`config.mk`:
```
export PLATFORM = sky130hd
export DESIGN_NAME = array_serializer
export DESIGN_NICKNAME = d
export VERILOG_FILES = /design/src/rtl/array_serializer.sv
export SDC_FILE = /design/constraint.sdc
export NUM_CORES = 1
export LEC_CHECK = 0
export BUFFER_PORTS_ARGS = -buffer_cell sky130_fd_sc_hd__buf_4
export CORE_AREA = 5 5 79 81
export DETAILED_ROUTE_END_ITERATION = 6
export DIE_AREA = 0 0 84 86
export PLACE_DENSITY_LB_ADDON = 0.2
export SLEW_MARGIN = 25
export SYNTH_ARGS = -nofsm -noshare
export SYNTH_HDL_FRONTEND = slang
export SYNTH_SLANG_ARGS = --single-unit
```
`constraint.sdc`:
```
create_clock -name clk -period 3.86 [get_ports clk]
set_input_delay 0.386 -clock clk [delete_from_list [all_inputs] [get_ports clk]]
set_output_delay 0.386 -clock clk [all_outputs]
set_load 0.05 [all_outputs]
```
`src/rtl/array_serializer.sv`:
```
// array_serializer: buffers whole 4-element result arrays from the upstream
// array-result stage and streams them out one element per cycle over a
// valid/ready interface, element 0 first. The upstream stage cannot be
// stalled, so arrays arriving with no free slot are dropped and flagged
// through a sticky overflow bit.
module array_serializer #(
    parameter int DEPTH  = 2,
    parameter int DATA_W = 8
) (
    input  logic                    clk,
    input  logic                    rst_n,
    input  logic [DATA_W-1:0]       array_in [0:3],
    input  logic                    array_valid,
    output logic [DATA_W-1:0]       out_data,
    output logic [1:0]              out_index,
    output logic                    out_last,
    output logic                    out_valid,
    input  logic                    out_ready,
    output logic [$clog2(DEPTH):0]  occupancy,
    output logic                    overflow,
    input  logic                    ovf_clr
);

    localparam int PTR_W = $clog2(DEPTH);
    localparam int OCC_W = PTR_W + 1;
    localparam logic [OCC_W-1:0] FULL = OCC_W'(DEPTH);

    typedef enum logic {
        IDLE   = 1'b0,
        STREAM = 1'b1
    } state_t;

    state_t state;
    state_t state_next;

    logic [DATA_W-1:0] mem [0:DEPTH-1][0:3];
    logic [PTR_W-1:0]  wr_ptr;
    logic [PTR_W-1:0]  rd_ptr;
    logic [1:0]        idx;
    logic [OCC_W-1:0]  occ_next;

    logic handshake;
    logic pop;
    logic wr_accept;
    logic drop;

    // A slot being released by the final-element handshake can be refilled
    // in the same cycle, so a full buffer still accepts on that cycle.
    assign handshake = out_valid && out_ready;
    assign pop       = handshake && (idx == 2'd3);
    assign wr_accept = array_valid && ((occupancy < FULL) || pop);
    assign drop      = array_valid && !wr_accept;

    // Occupancy after this cycle's write and pop; a simultaneous pair cancels.
    always_comb begin
        occ_next = occupancy;
        if (wr_accept && !pop) begin
            occ_next = occupancy + OCC_W'(1);
        end else if (!wr_accept && pop) begin
            occ_next = occupancy - OCC_W'(1);
        end
    end

    // Array storage; contents need no reset since occupancy guards every read.
    always_ff @(posedge clk) begin
        if (wr_accept) begin
            for (int k = 0; k < 4; k++) begin
                mem[wr_ptr][k] <= array_in[k];
            end
        end
    end

    // Pointers, element index, occupancy and the sticky overflow flag.
    always_ff @(posedge clk or negedge rst_n) begin
        if (!rst_n) begin
            wr_ptr    <= '0;
            rd_ptr    <= '0;
            idx       <= '0;
            occupancy <= '0;
            overflow  <= 1'b0;
        end else begin
            occupancy <= occ_next;
            if (wr_accept) begin
                wr_ptr <= wr_ptr + PTR_W'(1);
            end
            if (handshake) begin
                idx <= idx + 2'd1;
            end
            if (pop) begin
                rd_ptr <= rd_ptr + PTR_W'(1);
            end
            if (drop) begin
                overflow <= 1'b1;
            end else if (ovf_clr) begin
                overflow <= 1'b0;
            end
        end
    end

    // State register.
    always_ff @(posedge clk or negedge rst_n) begin
        if (!rst_n) begin
            state <= IDLE;
        end else begin
            state <= state_next;
        end
    end

    // Next state: start streaming after a write, stop once the buffer drains.
    always_comb begin
        state_next = state;
        case (state)
            IDLE: begin
                if (wr_accept) begin
                    state_next = STREAM;
                end
            end
            STREAM: begin
                if (pop && (occ_next == '0)) begin
                    state_next = IDLE;
                end
            end
            default: state_next = IDLE;
        endcase
    end

    // Outputs present the head slot element while streaming, zero otherwise.
    always_comb begin
        out_valid = 1'b0;
        out_data  = '0;
        out_index = 2'd0;
        out_last  = 1'b0;
        if (state == STREAM) begin
            out_valid = 1'b1;
            out_data  = mem[rd_ptr][idx];
            out_index = idx;
            out_last  = (idx == 2'd3);
        end
    end

endmodule
```
# Word-level counts from Yosys, hierarchy flattened
# Memory sizes are Yosys's and may differ from the RTL's.
# Index checks and enable logic that the tools add are counted.
classes:
  add_sub_neg: 5
  n_mul: 0
  div: 0
  n_lt_le_gt_ge: 2
  eq_ne: 1
  shift: 0
  muxes: 15
  n_bitwise: 2
  n_reduce_logical: 12
op_table:
  columns: ["operator", "count"]
  rows:
  - ["8-bit 2-to-1 mux", 3]
  - ["8-bit binary-select mux with 2-bit select", 1]
  - ["1-bit logical AND", 7]
  - ["1-bit 2-to-1 mux", 7]
  - ["2-bit 2-to-1 mux", 3]
  - ["2-bit by 1-bit adder with 2-bit output, second input constant", 2]
  - ["3-bit greater-or-equal comparator, second input constant", 1]
  - ["2-bit NOT with 3-bit output", 1]
  - ["1-bit adder, second input constant", 2]
  - ["2-bit equality test, second input constant", 1]
  - ["1-bit zero test", 2]
  - ["2-bit zero test", 1]
  - ["2-bit < comparator, second input constant", 1]
  - ["1-bit one-hot mux with 2 select lines", 1]
  - ["2-bit nonzero test", 1]
  - ["2-bit by 1-bit subtractor with 2-bit output, second input constant", 1]
  - ["1-bit logical OR", 1]
  - ["1-bit NOT", 1]
totals:
  reg_bits: 8
  latch_bits: 0
  ramBits: 64
  romBits: 0
  inputBits: 37
  out_inout_bits: 15
  word_cells: 44
  memories: 1
mem_list:
  columns: ["name", "words", "word_bits", "rd", "rd_clocked_by_memory_dff", "wr", "line", "rtl"]
  rows:
  - ["mem", 2, 32, 1, 0, 1, "36", "logic [DATA_W-1:0] mem [0:DEPTH-1][0:3];"]

# Logic depth before layout (Yosys ltp)
# Gate-level depths: netlist of the first run.
depth:
  word_depth: 13
  ltp_mapped: 5
  mapped_depth_nobuf: 4

# Worst setup path before layout of the first run
# No wires, ideal clock.
synth_timing:
  kind: "register to register"
  start: "reg state"
  end: "mem mem[0][0] (netlist bit), enable pin"
  setup_ns: 0.425
  arrival_time_ns: 2.699
  required_ns: 3.435
  path_slack_ns: 0.736
  path_stages_with_launch: 4
  n_path_buf: 0
  synth_period_minus_slack_ns: 3.124
  path_cell_list: "dfrtp_1 > nand3_2 > a21oi_1 > nor2b_1"
synth_between:
  elab_chain_len: 7
synth_lines:
  columns: ["item", "line", "rtl"]
  rows:
  - ["from (decl)", "33", "state_t state;"]
  - ["from (signal assigned)", "105", "state <= state_next;"]
  - ["1-bit 2-to-1 mux", "133", "if (state == STREAM) begin"]
  - ["1-bit logical AND", "49", "assign handshake = out_valid && out_ready;"]
  - ["1-bit logical AND", "50", "assign pop = handshake && (idx == 2'd3);"]
  - ["1-bit logical OR", "51", "assign wr_accept = array_valid && ((occupancy < FULL) || pop);"]
  - ["1-bit logical AND", "51", null]
  - ["1-bit 2-to-1 mux", "66", "if (wr_accept) begin"]
  - ["1-bit 2-to-1 mux (not written as such)", "68", "mem[wr_ptr][k] <= array_in[k];"]
  - ["to (decl)", "36", null]
# Every way passes these cells.

# Worst setup path after layout of the first run
layout_timing:
  start: "reg idx[0]"
  end: "mem mem[1][14] (netlist bit), enable pin"
layout_between:
  elab_chain_len: 6
layout_lines:
  columns: ["item", "line", "rtl"]
  rows:
  - ["from (decl)", "39", "logic [1:0] idx;"]
  - ["from (signal assigned)", "87", "idx <= idx + 2'd1;"]
  - ["2-bit equality test", "50", null]
  - ["1-bit logical AND", "50", null]
  - ["1-bit logical OR", "51", null]
  - ["1-bit logical AND", "51", null]
  - ["1-bit 2-to-1 mux", "66", null]
  - ["1-bit 2-to-1 mux (not written as such)", "68", null]
# Every way passes these cells.

==> flow_metrics.tcl, run 1 <==
set metrics [dict create \
    yosys.cell_types.count 30 \
    synth_ff_type "edfxtp_1" \
    timing.hold.worst_path_depth 1 \
    num_vias 1581 \
    multiInputGateArea_um2 689 \
    antenna_cells_inserted 0 \
    min-delay-path-class "input port to flop" \
    timing.final.crit_share 0.690 \
    hold_viol_final 0 \
    syn_to_final_growth_pct 24.4 \
    synth_async_sr_flop_share 0.111 \
    stdcell_count 293 \
    cp.required_ns 3.91 \
    synthMuxAreaShare 0.101 \
    worst_r2r_start "idx[0]" \
    dieWidth_um 84 \
    grt_max_degree 35 \
    slew_headroom 0.434 \
    clkPwrFrac 0.255 \
    worst_slew_pin_slew_ns 0.848 \
    via_count_of_the_first_global_routing_pass 1683 \
    pwr-share-comb 0.388 \
    setup-violations-final 0 \
    detailed_place.area_um2 3340 \
    dominant_combinational_cell_family_by_area_after_synthesis "multiplexers" \
    power.share.switching 0.364 \
    internal-power_mw 1.89 \
    peakVddDrop_mv 0.531 \
    cellLeakagePower_nw 1.30 \
    layout_common_cells "64 x edfxtp_1, 54 x buf_4, 9 x mux2_2, 9 x nor3_1, 9 x clkbuf_8" \
    synth_adder_area_share 0.00432 \
    routed_wire_length_um 5250 \
    std_cell_rows 27 \
    track_usage 0.160 \
    hold_path_startpoint "array_in[4]" \
    core_region_area_um2 5410 \
    avgRoutedWirePerCell_um 17.9 \
    final_common_cell "edfxtp_1" \
    synth_simple_gate_area_frac 0.0643 \
    initial_core_util 0.536 \
    yosys_register_bits 72 \
    number_of_antenna_violations_at_the_first_check_in_global_routing 0 \
    firstDrtPassIters 4 \
    worst_slack_at_placement_ns 1.17 \
    route.detailed.vias_per_inst 5.40 \
    remaining_drc_errors 0 \
    io-pin-count 52 \
    achievable-frequency_ghz 0.376 \
    fin_setup_tns_ns 0 \
    fin_area_um2 3610 \
    worst-setup-path-type "flop to flop" \
    ff2ff_setup_slack_ns 1.20 \
    synthesized_area_fraction_occupied_by_ao_oa_aoi_and_oai_cells 0.0527 \
    worst-path-max-fanout 17 \
    max_cap_viol_count 0 \
    r2r-end "mem[1][14]" \
    filler_cell_count 380 \
    ant_nets 0 \
    postLayoutCoreUtil 0.667 \
    timing_max_transition_violations_final 0 \
    cp.arrival_ns 2.71 \
    startpoint_type "flop" \
    syn-mean-instance-area_um2 18.6 \
    seq_area_frac_synth 0.732 \
    portBuffers 51 \
    die_area_um2 7220 \
    rsz0062_at_grt "false" \
    cts_root_buf "clkbuf_8" \
    placed_cells_incl_taps 276 \
    power-per-cell-area_nw_per_um2 825 \
    synth_xor_xnor_area_share 0.0151 \
    worst_setup_path_end_kind "flop" \
    p_seq_frac 0.357 \
    run_status "finished clean" \
    rr_worst_depth 5 \
    placer_s_final_routability_congestion_estimate 0.769 \
    total_congestion_overflow 0 \
    synth-edff-count 64 \
    cts.htree.levels 3 \
    clk_latency_ns 0.34 \
    post_route_cells_drive_above_1_share 0.443 \
    clkSinkCount 72 \
    initialDrtViolationCount 100 \
    tmin_final_ns 2.66 \
    synth.cell_area_um2 2900 \
    finalClockSkew_ns 0.00669 \
    clock_tree.buffer_depth 2 \
    fin_hold_ws_ns 0.229 \
    cts_buffers 9 \
    postSynthNetCount 194 \
    synth_cells 156 \
    regArea_um2 2120 \
    layout_setup_ws_ns 1.20 \
    synthesis_warnings 0 \
    min_to "mem[0][4]" \
    cts_tree "built" \
    global_route_wire_length_before_repair_um 8600 \
    net_switching_power_figure_mw 1.08 \
    post_cts.resized_instances 0 \
    place.detailed.hpwl_um 3550 \
    die_h_um 86 \
    cts.clk_slew.worst_paths_ns 0.07 \
    fin_nets 254 \
    power_mw 2.98 \
]
## flip-flops by register name, indices dropped and copies added (netlist names)
signal / cells
mem: 64
idx: 2
occupancy: 2
overflow: 1
rd_ptr: 1
state: 1
wr_ptr: 1
## synthesized netlist by cell type (3+ instances only)
cell type  instances  area share
a211oi_1           7       0.018
a21oi_1            3      0.0052
and2_1             4      0.0086
and2b_2            8       0.024
buf_6              3       0.012
dfrtp_1            8       0.069
edfxtp_1          64        0.66
mux2_2             9       0.035
mux4_2             8       0.062
nor3_1             9       0.016
o22ai_1            8       0.017
xnor2_1            3      0.0091
## routing by layer
layer | vias up | share of wire | global-route usage
li1 | 745 | - | -
met1 | 776 | 0.43 | 0.202
met2 | 49 | 0.49 | 0.259
met3 | 11 | 0.051 | 0.0423
met4 | 0 | 0.020 | 0.0746
met5 | - | 0 | 0
## what timing repair did
item | in CTS | in global routing
buffers inserted | 0 | 0
hold buffers | 1 | 0
hold endpoints to repair | 8 | 0
## power groups by stage
stage	Combinational, mW	Clock (mW)	Sequential [mW]
floorplan	0.891	0	1.07
global placement	1.15	0	1.08
detailed placement	1.17	0	1.08
CTS	1.17	0.771	1.07
global route	1.23	0.806	1.08
finish	1.16	0.758	1.06
## worst max path at each step
stage / start / end / cells past startpoint
floorplan: state / mem[0][0] / 3
global route: idx[0] / mem[1][31] / 5
global placement: idx[0] / mem[1][31] / 5
finish: idx[0] / mem[1][14] / 5
CTS: idx[0] / mem[1][27] / 5
detailed placement: idx[0] / mem[1][31] / 5
## logic make-up after synthesis
group / Yosys count
compound gates: 22
fa+ha+maj: 1
simple gates: 28
buf+inv: 10
flops: 72
xor+xnor: 5
mux: 18
## area by class of cell
type | count | share of cell area
Sequential cell | 72 | 0.588
Multi-Input combinational cell | 74 | 0.191
Timing Repair Buffer | 56 | 0.121
Clock inverter | 6 | 0.0364
Clock buffer | 10 | 0.0354
Tap cell | 72 | 0.0250
Inverter | 3 | 0.00312
## worst max-delay path, cell delays in order, from the launching register on
cell,delay (ns)
dfrtp_1,0.64
ha_1,0.26
nand3_2,0.18
a21oi_1,0.30
and2_1,0.73
buf_12,0.25
Power figures use the tool's default switching activity.
==> inputs of run 2 (changes only) <==
--- a/config.mk
+++ b/config.mk
@@ -5,10 +5,11 @@
 export SDC_FILE = /design/constraint.sdc
 export NUM_CORES = 1
 export LEC_CHECK = 0
+export ABC_AREA = 1
 export BUFFER_PORTS_ARGS = -buffer_cell sky130_fd_sc_hd__buf_4
-export CORE_AREA = 5 5 79 81
+export CORE_AREA = 5 5 84 86
 export DETAILED_ROUTE_END_ITERATION = 6
-export DIE_AREA = 0 0 84 86
+export DIE_AREA = 0 0 89 91
 export PLACE_DENSITY_LB_ADDON = 0.2
 export SLEW_MARGIN = 25
 export SYNTH_ARGS = -nofsm -noshare
==> constraint.sdc (replaced) <==
create_clock -name clk -period 2.21 [get_ports clk]
set_input_delay 0.221 -clock clk [delete_from_list [all_inputs] [get_ports clk]]
set_output_delay 0.221 -clock clk [all_outputs]
set_load 0.05 [all_outputs]
==> run 2 against run 1 <==
  * Critical path type unchanged
  * Die area increased by 12%
  * Largest power group unchanged
  * Clock skew down 0.0028 ns
  * Flip-flop and latch count is the same
  * Critical path depth rose by 1
  * Total power grew 79%
  * Utilization is 8.7 points lower
  * Sequential power up 79%
  * Wire length rose by 5.2%
  * Cell area shrank 0.14%
==> flow_metrics.tcl, run 2 <==
set metrics [dict create \
    run_status "finished clean" \
    synthesis_warnings 0 \
    initial_core_util 0.469 \
    timing.final.crit_share 0.917 \
    routed_wire_length_um 5530 \
    path_cells "ha_1, inv_1, nor2_4, o21ai_0, nor2_2, buf_12" \
    startpoint_type "flop" \
    flip_flop_count_of_the_largest_register_after_layout 64 \
    min-delay-path-class "input port to flop" \
    synth_top_cell_by_area "edfxtp_1" \
    die_area_um2 8100 \
    clkSinkCount 72 \
    fin_area_um2 3600 \
    postSynthNetCount 282 \
    timing_max_transition_violations_final 0 \
    max_cap_viol_count 0 \
    synth-edff-count 64 \
    firstDrtPassIters 4 \
    post_cts.repair.setup_buffers 0 \
    worst_slack_at_placement_ns 0.167 \
    grt_max_degree 35 \
    yosys_register_bits 72 \
    portBuffers 51 \
    cts.clk_slew.worst_paths_ns 0.07 \
    rsz0062_at_grt "false" \
    synth_top_cell_area_share 0.661 \
    post_route_cells_drive_above_1_share 0.255 \
    cts_root_buf "clkbuf_8" \
    clock_tree.buffer_depth 2 \
    cts_buffers 9 \
    global_route_wire_length_before_repair_um 9150 \
    ant_nets 0 \
    syn-mean-instance-area_um2 11.9 \
    fin_nets 340 \
    peakVddDrop_mv 1.21 \
    total_congestion_overflow 0 \
    placer_s_final_routability_congestion_estimate 0.809 \
    finalClockSkew_ns 0.00393 \
    setup-violations-final 0 \
    filler_cell_count 519 \
    worst-setup-path-type "flop to flop" \
    track_usage 0.151 \
    biggestRegsByFlops "mem: 64 flops, idx: 2 flops, occupancy: 2 flops" \
    stdcell_count 383 \
    clk_latency_ns 0.34 \
    remaining_drc_errors 0 \
    cellLeakagePower_nw 1.39 \
    syn_to_final_growth_pct 23.8 \
    critical-path-max-stage-delay_ns 0.45 \
    worst_setup_path_end_kind "flop" \
    tmin_final_ns 2.03 \
    crit_path_top_delay_cell "nor2_2" \
    synth_ff_type "edfxtp_1" \
    final_common_cell "edfxtp_1" \
    post_synth_most_frequent_cells "64 x edfxtp_1, 54 x nor2_1, 40 x o21ai_0, 31 x nand2_1" \
    hold_viol_final 0 \
    cts_tree "built" \
    largest-register "mem" \
    cp.arrival_ns 2.07 \
    power-per-cell-area_nw_per_um2 1480 \
    synth.most_common_cell "edfxtp_1" \
    slew_headroom 0.612 \
    detailed_place.area_um2 3400 \
    die_h_um 91 \
    via_count_of_the_first_global_routing_pass 2039 \
    worst_slew_pin_slew_ns 0.576 \
    initialDrtViolationCount 149 \
    io-pin-count 52 \
    layout_common_cells "64 x edfxtp_1, 54 x buf_4, 52 x nor2_1" \
    cp.required_ns 2.25 \
    power_mw 5.32 \
    seq_area_frac_synth 0.729 \
    dieWidth_um 89 \
    route.detailed.vias_per_inst 5.04 \
    worst-path-max-fanout 25 \
    place.detailed.hpwl_um 3690 \
    placed_cells_incl_taps 367 \
    synth.cell_area_um2 2910 \
    synth_async_sr_flop_share 0.111 \
    avgRoutedWirePerCell_um 14.4 \
    std_cell_rows 29 \
    layout_setup_ws_ns 0.184 \
    synth_top_cells_by_area "edfxtp_1 66%, nor2_1 7.0%, dfrtp_1 6.9%, o21ai_0 6.9%, nand2_1 4.0%" \
    antenna_cells_inserted 0 \
    yosys.cell_types.count 23 \
    number_of_antenna_violations_at_the_first_check_in_global_routing 0 \
    achievable-frequency_ghz 0.494 \
    cts.htree.levels 3 \
    core_region_area_um2 6200 \
    num_vias 1932 \
    synth_cells 244 \
]
run 2: cells by family after synthesis:
kind of cell             count (synthesis)  synth area share
multiplexers                             1           0.00387
AO/OA/AOI/OAI                           52            0.0916
flip-flops                              72             0.729
XOR/XNOR                                 4            0.0120
adder cells (fa/ha/maj)                  1           0.00430
AND/OR/NAND/NOR                         93             0.127
buffers and inverters                   21            0.0318
run 2: metal layers:
metal / track usage / wire, um / vias up
li1: - / - / 962
met1: 0.188 / 2470 / 916
met2: 0.240 / 2640 / 49
met3: 0.0516 / 363 / 5
met4: 0.0596 / 56 / 0
met5: 0 / 0 / -
run 2: stage by stage:
step	hold slack, ns	utilization	TNS (ns)
after floorplan	-0.0746	-	-18.04
after detailed placement	0.0479	0.549	0
after CTS	0.0446	0.580	0
after global placement	0.0480	0.549	0
final	0.0635	0.581	0
after global routing	0.0296	0.581	0
run 2: worst paths after layout:
path / start / endpoint / slack [ns] / cells after the start
max in group asynchronous: rst_n / rd_ptr / 1.85 / 2
worst min-delay path: array_in[1] / mem[1][1] / 0.06 / 1
worst max register to register: idx[1] / mem[0][8] / 0.18 / 6
worst max-delay path: idx[1] / mem[0][8] / 0.18 / 6
worst min register to register: overflow / overflow / 0.54 / 2
min in group asynchronous: rst_n / idx[0] / 0.23 / 2
run 2: layout make-up:
class / count / area [um2] / area share
Clock buffer: 9 / 124 / 0.0344
Sequential cell: 72 / 2120 / 0.589
Clock inverter: 6 / 61.3 / 0.0170
Multi-Input combinational cell: 151 / 699 / 0.194
Timing Repair Buffer: 57 / 455 / 0.126
Inverter: 11 / 43.8 / 0.0122
Tap cell: 77 / 96.3 / 0.0267
run 2: where the power goes:
group          internal, mW  total, mW  switching [mW]
registers              1.79       1.90           0.103
logic                 0.730       2.45            1.72
clock network         0.508      0.977           0.469
run 2: what timing repair did:
item / 4_1_cts / 5_1_grt
setup endpoints to repair: 0 / 4
endpoints found under the hold margin: 8 / 0
hold buffers: 1 / 0
gates resized for setup: 0 / 2
run 2: critical path: cells and delay by family, from the launching register on:
kind,cells,cell delay (ns)
AO/OA/AOI/OAI,1,0.21
buffers and inverters,2,0.33
AND/OR/NAND/NOR,2,0.59
flip-flops,1,0.38
adder cells (fa/ha/maj),1,0.20
==> inputs of run 3 (changes only) <==
--- a/config.mk
+++ b/config.mk
@@ -5,11 +5,11 @@
 export SDC_FILE = /design/constraint.sdc
 export NUM_CORES = 1
 export LEC_CHECK = 0
-export ABC_AREA = 1
+export ABC_AREA = 0
 export BUFFER_PORTS_ARGS = -buffer_cell sky130_fd_sc_hd__buf_4
-export CORE_AREA = 5 5 84 86
+export CORE_AREA = 5 5 83 85
 export DETAILED_ROUTE_END_ITERATION = 6
-export DIE_AREA = 0 0 89 91
+export DIE_AREA = 0 0 88 90
 export PLACE_DENSITY_LB_ADDON = 0.2
 export SLEW_MARGIN = 25
 export SYNTH_ARGS = -nofsm -noshare
==> run 3 against run 2 <==
  * Final cell count shrank 21%
  * Worst setup slack lost 0.036 ns
  * Total power shrank 7.9%
  * Sequential power shrank 6%
  * First-iteration DRC count shrank 17%
  * Critical path type is now flop to primary output
==> flow_metrics.tcl, run 3 (synthesis results as in run 1) <==
set metrics [dict create \
    largest-register "mem" \
    cts_root_buf "clkbuf_8" \
    flip_flop_count_of_the_largest_register_after_layout 64 \
    startpoint_type "flop" \
    power.share.switching 0.383 \
    syn_to_final_growth_pct 23.4 \
    worstPathBufferInverterCount 2 \
    worst_setup_path_end_kind "primary output" \
    via_count_of_the_first_global_routing_pass 1727 \
    power-per-cell-area_nw_per_um2 1370 \
    ant_nets 0 \
    timing.hold.worst_path_depth 1 \
    hold_viol_final 0 \
    cp.required_ns 1.99 \
    post_route_cells_drive_above_1_share 0.458 \
    timing.final.crit_share 0.933 \
    p_seq_frac 0.364 \
    setup-violations-final 0 \
    achievable-frequency_ghz 0.485 \
    placer_s_final_routability_congestion_estimate 0.694 \
    min_to "mem[0][20]" \
    cts.clk_slew.worst_paths_ns 0.07 \
    peakVddDrop_mv 1.02 \
    die_h_um 90 \
    die_area_um2 7920 \
    dieWidth_um 88 \
    slew_headroom 0.760 \
    cp.arrival_ns 1.84 \
    track_usage 0.148 \
    tmin_final_ns 2.06 \
    std_cell_rows 29 \
    hold_path_startpoint "array_in[20]" \
    internal-power_mw 3.02 \
    portBuffers 51 \
    global_route_wire_length_before_repair_um 8750 \
    path_cells "buf_4, nand2b_2, a211oi_1, nor3_1, buf_4" \
    routed_wire_length_um 5450 \
    rr_worst_depth 5 \
    initial_core_util 0.473 \
    critical-path-max-stage-delay_ns 0.43 \
    timing_max_transition_violations_final 0 \
    fin_nets 260 \
    worst_slew_pin_slew_ns 0.359 \
    min-delay-path-class "input port to flop" \
    final_common_cell "edfxtp_1" \
    io-pin-count 52 \
    clock_tree.buffer_depth 2 \
    clkSinkCount 72 \
    core_region_area_um2 6130 \
    crit_path_top_delay_cell "dfrtp_2" \
    postLayoutCoreUtil 0.583 \
    number_of_antenna_violations_at_the_first_check_in_global_routing 0 \
    finalClockSkew_ns 0.00494 \
    r2r-end "mem[1][11]" \
    regArea_um2 2120 \
    multiInputGateArea_um2 696 \
    fin_hold_ws_ns 0.0698 \
    clkPwrFrac 0.193 \
    timing.critical_path.max_delay_family "flip-flops" \
    worst-path-max-fanout 8 \
    cts_buffers 9 \
    remaining_drc_errors 0 \
    firstDrtPassIters 4 \
    layout_common_cells "64 x edfxtp_1, 60 x buf_4, 9 x mux2_2, 9 x nor3_1, 9 x clkbuf_8" \
    route.detailed.vias_per_inst 5.28 \
    grt_max_degree 35 \
    rsz0062_at_grt "false" \
    net_switching_power_figure_mw 1.88 \
    clk_latency_ns 0.33 \
    worst_r2r_start "idx[1]" \
    avgRoutedWirePerCell_um 17.9 \
    biggestRegsByFlops "mem: 64 flops, idx: 2 flops, occupancy: 2 flops" \
    total_congestion_overflow 0 \
    max_cap_viol_count 0 \
    worst-setup-path-type "flop to primary output" \
    cts_tree "built" \
    place.detailed.hpwl_um 3740 \
    pwr-share-comb 0.443 \
    initialDrtViolationCount 123 \
    num_vias 1605 \
    antenna_cells_inserted 0 \
    cts.htree.levels 3 \
    run_status "finished clean" \
    cellLeakagePower_nw 1.30 \
    filler_cell_count 495 \
    critPathMostFrequentCell "buf_4" \
    ff2ff_setup_slack_ns 0.36 \
]
-- run 3: power by group through the flow --
stage               Combinational, mW  Clock, mW  Sequential (mW)
finish                           2.17      0.948             1.78
global route                     2.32       1.02             1.80
CTS                              2.16      0.969             1.79
detailed placement               2.16          0             1.82
global placement                 2.12          0             1.80
floorplan                        1.56          0             1.87
-- run 3: worst max-delay path by stage --
stage	from	to	slack, ns	cells past startpoint
after global placement	rd_ptr	out_data[6]	0.43	5
final	rd_ptr	out_data[0]	0.15	5
after global routing	rd_ptr	out_data[5]	0.04	5
after CTS	rd_ptr	out_data[6]	0.04	5
after detailed placement	idx[0]	mem[0][28]	0.40	5
after floorplan	state	out_data[0]	-0.19	2
-- run 3: layout make-up --
cell class | instances | share of cell area
Sequential cell | 72 | 0.594
Multi-Input combinational cell | 74 | 0.194
Timing Repair Buffer | 62 | 0.132
Clock buffer | 11 | 0.0367
Tap cell | 77 | 0.0269
Clock inverter | 5 | 0.0133
Inverter | 3 | 0.00315
-- run 3: metrics by stage --
step                area (um2)  TNS (ns)  setup WS (ns)  instances  power (mW)
global route              3580         0         0.0353        304        5.14
floorplan                 2910     -1.51         -0.189        156        3.43
CTS                       3560         0         0.0403        302        4.92
finish                    3580         0          0.149        304        4.90
detailed placement        3370         0          0.396        285        3.97
global placement          3370         0          0.428        285        3.93
-- run 3: per-layer routing --
layer  share of wire  vias to the layer above  track usage
met4           0.020                        0       0.0691
li1                -                      754            -
met3           0.052                        9       0.0347
met5               0                        -            0
met1            0.44                      798        0.191
met2            0.49                       44        0.234
-- run 3: repair_timing --
action,4_1_cts,5_1_grt
endpoints found under the setup margin,0,6
buffers inserted,0,2
hold buffers,1,0
hold endpoints to repair,8,0
gates resized for setup,0,2
